==> src/rtl/fft_frame_sequencer.sv <==
// Burst sequencer for the R2^2 SDF FFT pipeline: gates the AXI-Stream input, drives the
// datapath advance enable and stage counter, and tracks pipeline fill/flush for output valid/last.
module fft_frame_sequencer #(
  parameter int CNT_W   = 10,
  parameter int BURST_W = 10
) (
  input  logic               clk,
  input  logic               reset,
  input  logic               i_start,
  input  logic [10:0]        i_point,
  input  logic [BURST_W-1:0] i_burst,
  input  logic               s_axis_tvalid,
  input  logic               s_axis_tlast,
  output logic               s_axis_tready,
  input  logic               m_axis_tready,
  output logic               m_axis_tvalid,
  output logic               m_axis_tlast,
  output logic               o_en,
  output logic [CNT_W-1:0]   o_stage_cnt,
  output logic [10:0]        o_point,
  output logic               o_busy,
  output logic               o_done,
  output logic               o_err
);

  typedef enum logic [1:0] {IDLE, RUN, FLUSH, DONE} state_t;

  state_t             state, state_nxt;
  logic               start_d, filled, err_q, rdy;
  logic [10:0]        point_q;
  logic [BURST_W-1:0] burst_q, in_frames, out_frames;
  logic [CNT_W-1:0]   mask_q, adv_cnt, out_cnt;
  logic               start_pulse, cfg_ok, accept, in_last, last_frame_in, last_frame_out;

  assign start_pulse    = i_start & ~start_d;
  assign cfg_ok         = (i_point inside {11'd16, 11'd32, 11'd64, 11'd128, 11'd256, 11'd512, 11'd1024})
                          && (i_burst != '0);
  assign accept         = s_axis_tvalid & s_axis_tready;
  assign in_last        = accept & (adv_cnt == mask_q);
  assign last_frame_in  = (in_frames == burst_q - 1'b1);
  assign last_frame_out = (out_frames == burst_q - 1'b1);

  always_ff @(posedge clk or negedge reset)
    if (!reset) state <= IDLE;
    else        state <= state_nxt;

  always_comb begin
    state_nxt = state;
    unique case (state)
      IDLE:    if (start_pulse && cfg_ok) state_nxt = RUN;
      RUN:     if (in_last && last_frame_in) state_nxt = FLUSH;
      FLUSH:   if (m_axis_tlast && last_frame_out) state_nxt = DONE;
      default: state_nxt = IDLE;
    endcase
  end

  always_comb begin
    rdy    = 1'b0;
    o_en   = 1'b0;
    o_busy = 1'b0;
    o_done = 1'b0;
    unique case (state)
      RUN: begin
        // Before the pipe is full nothing leaves, so downstream backpressure is irrelevant
        rdy    = ~filled | m_axis_tready;
        o_en   = s_axis_tvalid & rdy;
        o_busy = 1'b1;
      end
      FLUSH: begin
        o_en   = m_axis_tready;
        o_busy = 1'b1;
      end
      DONE: begin
        o_busy = 1'b1;
        o_done = 1'b1;
      end
      default: ;
    endcase
  end

  assign s_axis_tready = rdy;
  assign m_axis_tvalid = o_en & filled;
  assign m_axis_tlast  = m_axis_tvalid & (out_cnt == mask_q);
  assign o_stage_cnt   = adv_cnt;
  assign o_point       = point_q;
  assign o_err         = err_q;

  always_ff @(posedge clk or negedge reset) begin
    if (!reset) begin
      start_d    <= 1'b0;
      err_q      <= 1'b0;
      filled     <= 1'b0;
      point_q    <= '0;
      burst_q    <= '0;
      mask_q     <= '0;
      adv_cnt    <= '0;
      out_cnt    <= '0;
      in_frames  <= '0;
      out_frames <= '0;
    end else begin
      start_d <= i_start;
      // Registered error pulse: illegal config at an idle start, or input tlast out of step with the counter
      err_q   <= (state == IDLE && start_pulse && !cfg_ok) ||
                 (accept && (s_axis_tlast != (adv_cnt == mask_q)));
      if (state == DONE) begin
        filled     <= 1'b0;
        point_q    <= '0;
        burst_q    <= '0;
        mask_q     <= '0;
        adv_cnt    <= '0;
        out_cnt    <= '0;
        in_frames  <= '0;
        out_frames <= '0;
      end else if (state == IDLE) begin
        if (start_pulse && cfg_ok) begin
          point_q    <= i_point;
          burst_q    <= i_burst;
          mask_q     <= i_point[CNT_W-1:0] - 1'b1;
          filled     <= 1'b0;
          adv_cnt    <= '0;
          out_cnt    <= '0;
          in_frames  <= '0;
          out_frames <= '0;
        end
      end else begin
        if (o_en) adv_cnt <= (adv_cnt + 1'b1) & mask_q;
        // N-1 advances done once the counter leaves M-1 for the first time
        if (o_en && adv_cnt == mask_q - 1'b1) filled <= 1'b1;
        if (m_axis_tvalid) out_cnt <= (out_cnt + 1'b1) & mask_q;
        if (m_axis_tlast) out_frames <= out_frames + 1'b1;
        if (in_last) in_frames <= in_frames + 1'b1;
      end
    end
  end

endmodule
==> config.mk <==
export PLATFORM = sky130hd
export DESIGN_NAME = fft_frame_sequencer
export DESIGN_NICKNAME = d
export VERILOG_FILES = /design/src/rtl/fft_frame_sequencer.sv
export SDC_FILE = /design/constraint.sdc
export NUM_CORES = 1
export LEC_CHECK = 0
export ABC_AREA = 1
export BUFFER_PORTS_ARGS = -buffer_cell sky130_fd_sc_hd__clkbuf_2
export CORE_ASPECT_RATIO = 0.5
export CORE_MARGIN = 5
export CORE_UTILIZATION = 60
export DETAILED_ROUTE_END_ITERATION = 10
export MAX_ROUTING_LAYER = met4
export PLACE_DENSITY = 0.92
export REMOVE_ABC_BUFFERS = 1
export SLEW_MARGIN = 20
export SYNTH_ARGS = -nofsm -noshare
export SYNTH_HDL_FRONTEND = slang
export SYNTH_SLANG_ARGS = --single-unit
==> constraint.sdc <==
create_clock -name clk -period 2.1 [get_ports clk]
set_input_delay 0.21 -clock clk [delete_from_list [all_inputs] [get_ports clk]]
set_output_delay 0.21 -clock clk [all_outputs]
set_load 0.005 [all_outputs]
==> impl_metrics.toml <==
[grt]
overflow = 0
grt.total_usage = 0.266
antenna_found_initial = 0
grt_max_degree = 40
grt_pass1_wl_um = 24400
grt_pass1_vias = 5237

[worst_setup_path]
crit_arrival_ns = 1.80
worst_setup_path_start_kind = "flop"
cp.required_ns = 1.89
crit_family = "simple AND/OR/NAND/NOR gates"
slowest_delay_ns = 0.40
crit_chain = "ha_1 > a21boi_0 > nand2_1 > nor2_1 > nand3_2 > nor2_4 > clkbuf_2"
crit_type = "reg2out"
worst-path-buf-inv = 1
cp_max_fo = 3
cp_slowest_cell = "dfrtp_1"
cp-end-kind = "primary output"

[finish]
drive_gt1_frac = 0.203
final_core_utilization = 0.693
diodes = 0
final-seq-area_mm2 = 0.00190
multi_input_area_mm2 = 0.00322
fin_cells = 975
area_growth_pct = 14.3
final_nets = 892
nFillCells = 758

[floorplanning]
coreArea_mm2 = 0.00929
die_y_um = 78.5
floorplan.io_pins = 55
start_util = 0.606
die_w_um = 147
std_cell_rows = 25
die_area_mm2 = 0.0115

[sta]
setup_viol = 0
fin_skew_ns = 0.00562
clock.fmax_ghz = 0.497
worst_slew_pin_slew_ns = 0.515
period_minus_slack_ns = 2.01
period_share = 0.959
finalSetupTns_ns = 0
slew_viol_final = 0
max_slew_margin = 0.657
hold_viol = 0
rsz0062_at_grt = "yes"

[min_path]
hp-class = "in2reg"

[clock_tree]
cts_tree = "done"
cts_buffer_depth = 2
cts_made_buffers = 9
clkSinkCount = 76
h-tree-depth = 3
cts_root_buffer = "clkbuf_16"
clock_latency_ns = 0.34
clk_pin_slew_ns = 0.06

[synth]
yosys_warnings = 0
yosysSeqAreaShare = 0.338
ys_async_sr_fraction = 1.00
syn-instance-count = 787
synthesis.area_mm2 = 0.00563
yosysUniqueCellTypes = 39
synth_edf_count = 0
avgSynthCellArea_um2 = 7.15
synth-seq-cells = 76
ys.flop_type = "dfrtp_1"

[power]
leakage_nw = 3.08
pwr_density_cell_mw_per_mm2 = 1310
p_total_mw = 8.43
irDropWorstVdd_mv = 0.541

[route]
via_per_inst = 5.72
dr_total_vias = 5577
dr.pass1.iters = 5
drc = 0
dr.first_iter.drc_count = 462
drt-total-wl_um = 14600
antenna_left = 0
post_drt_wl_per_cell_um = 14.9

[placed_design]
port_buffers = 54
dp_hpwl_um = 10600
globalplace.congestion = 0.906
placedCellCount = 955

[flow_run]
cap_violations = 0

[outcome]
outcome = "finished, final reports clean"
==> worst register-to-register path, delay by kind of cell, from the launching register on <==
family | cells | cell delay [ns]
AO/OA/AOI/OAI | 3 | 0.50
adder cells (fa/ha/maj) | 1 | 0.30
buffers and inverters | 1 | 0.16
flip-flops | 1 | 0.40
AND/OR/NAND/NOR | 5 | 0.56
==> cell usage after synthesis (3+ instances only) <==
master    count  area [µm²]
nor2_1       69         259
buf_2         4        20.0
nand2_2       4        25.0
dfrtp_1      76        1900
nand3b_1      6        45.0
inv_1        92         345
nand3_1      78         390
nor3_1       24         120
nor4_1        9        56.3
o21ai_0      23         115
nand4_1      19         119
ha_1         15         188
o31ai_1       3        22.5
nand2_4       6        67.6
buf_6         4        45.0
xnor2_1       8        70.1
inv_2         7        26.3
o21ai_2      28         245
xor2_1       16         140
clkbuf_1      9        33.8
nand2_1     210         788
o21ai_1      17        85.1
o31ai_2       7        87.6
clkinv_4      3        26.3
nand3_2       8        80.1
nor3b_1       7        52.6
a21oi_1      17        85.1
==> flip-flops by register name, summed over array words and instances (netlist names) <==
register,cells
start_d,1
in_frames,10
out_cnt,10
mask_q,10
burst_q,10
o_stage_cnt,10
filled,1
state,2
o_point,11
out_frames,10
o_err,1
==> worst paths after layout <==
path	start	end	slack, ns	cells past startpoint
max	mask_q[0]$_DFFE_PN0P_	m_axis_tlast	0.09	7
max reg2reg	mask_q[0]$_DFFE_PN0P_	out_frames[3]$_DFFE_PN0P_	0.12	10
min reg2reg	o_point[9]$_DFFE_PN0P_	o_point[9]$_DFFE_PN0P_	0.49	2
min	i_burst[8]	burst_q[8]$_DFFE_PN0P_	0.11	3
max in group asynchronous	reset	burst_q[2]$_DFFE_PN0P_	1.11	3
min in group asynchronous	reset	out_cnt[7]$_DFFE_PN0P_	0.39	2
==> cells by family (layout without fill, tap and decap cells) <==
family                   Yosys count  in the layout  synth area share
flip-flops                        76             76             0.338
AO/OA/AOI/OAI                    102            102             0.125
buffers and inverters            125            192             0.102
AND/OR/NAND/NOR                  445            445             0.364
XOR/XNOR                          24             24            0.0373
adder cells (fa/ha/maj)           15             15            0.0333
==> cells in the final DEF, fill, tap and decap left out, types with 8 or more instances in the layout <==
cell,instances
nand3_2,11
buf_4,15
inv_2,8
a21oi_1,17
xnor2_1,8
nand2_1,207
o21ai_0,21
xor2_1,16
nand3_1,75
ha_1,13
nor3_1,23
nand4_1,19
inv_1,92
clkbuf_16,9
nor2_1,64
o21ai_1,18
clkbuf_2,53
dfrtp_1,76
o21ai_2,29
nor4_1,9
==> metal layers <==
metal | vias up | global-route usage | wire (µm)
li1 | 2699 | - | -
met1 | 2606 | 0.334 | 6260
met2 | 229 | 0.447 | 6960
met3 | 43 | 0.0438 | 1010
met4 | 0 | 0.0827 | 350
met5 | - | - | 0
==> final cells by class <==
class | count | share of cell area
clock inverter | 5 | 0.00817
tap | 121 | 0.0235
multi-input combinational | 586 | 0.501
sequential | 76 | 0.296
timing repair buffer | 73 | 0.0712
clock buffer | 10 | 0.0371
inverter | 104 | 0.0636
==> power breakdown <==
part	total [mW]	internal (mW)	switching [mW]
Clock	1.56	0.940	0.619
Sequential	2.25	1.84	0.409
Combinational	4.62	1.54	3.08
==> through the flow <==
stage          area (µm²)  setup slack, ns  hold slack, ns
2_1_floorplan        5460            -1.25         -0.0856
3_3_place_gp         6030           0.0235           0.211
3_5_place_dp         6030         -0.00594           0.215
4_1_cts              6360          0.00251           0.110
5_1_grt              6430          -0.0197           0.126
6_report             6430           0.0867           0.110
==> timing repair <==
item	CTS	global route
pin swaps	2	7
setup buffers	1	2
resized for setup	4	19
endpoints found under the hold margin	38	0
endpoints found under the setup margin	3	30
hold buffers	2	0
Note: power is estimated with default switching activity, not from simulation.
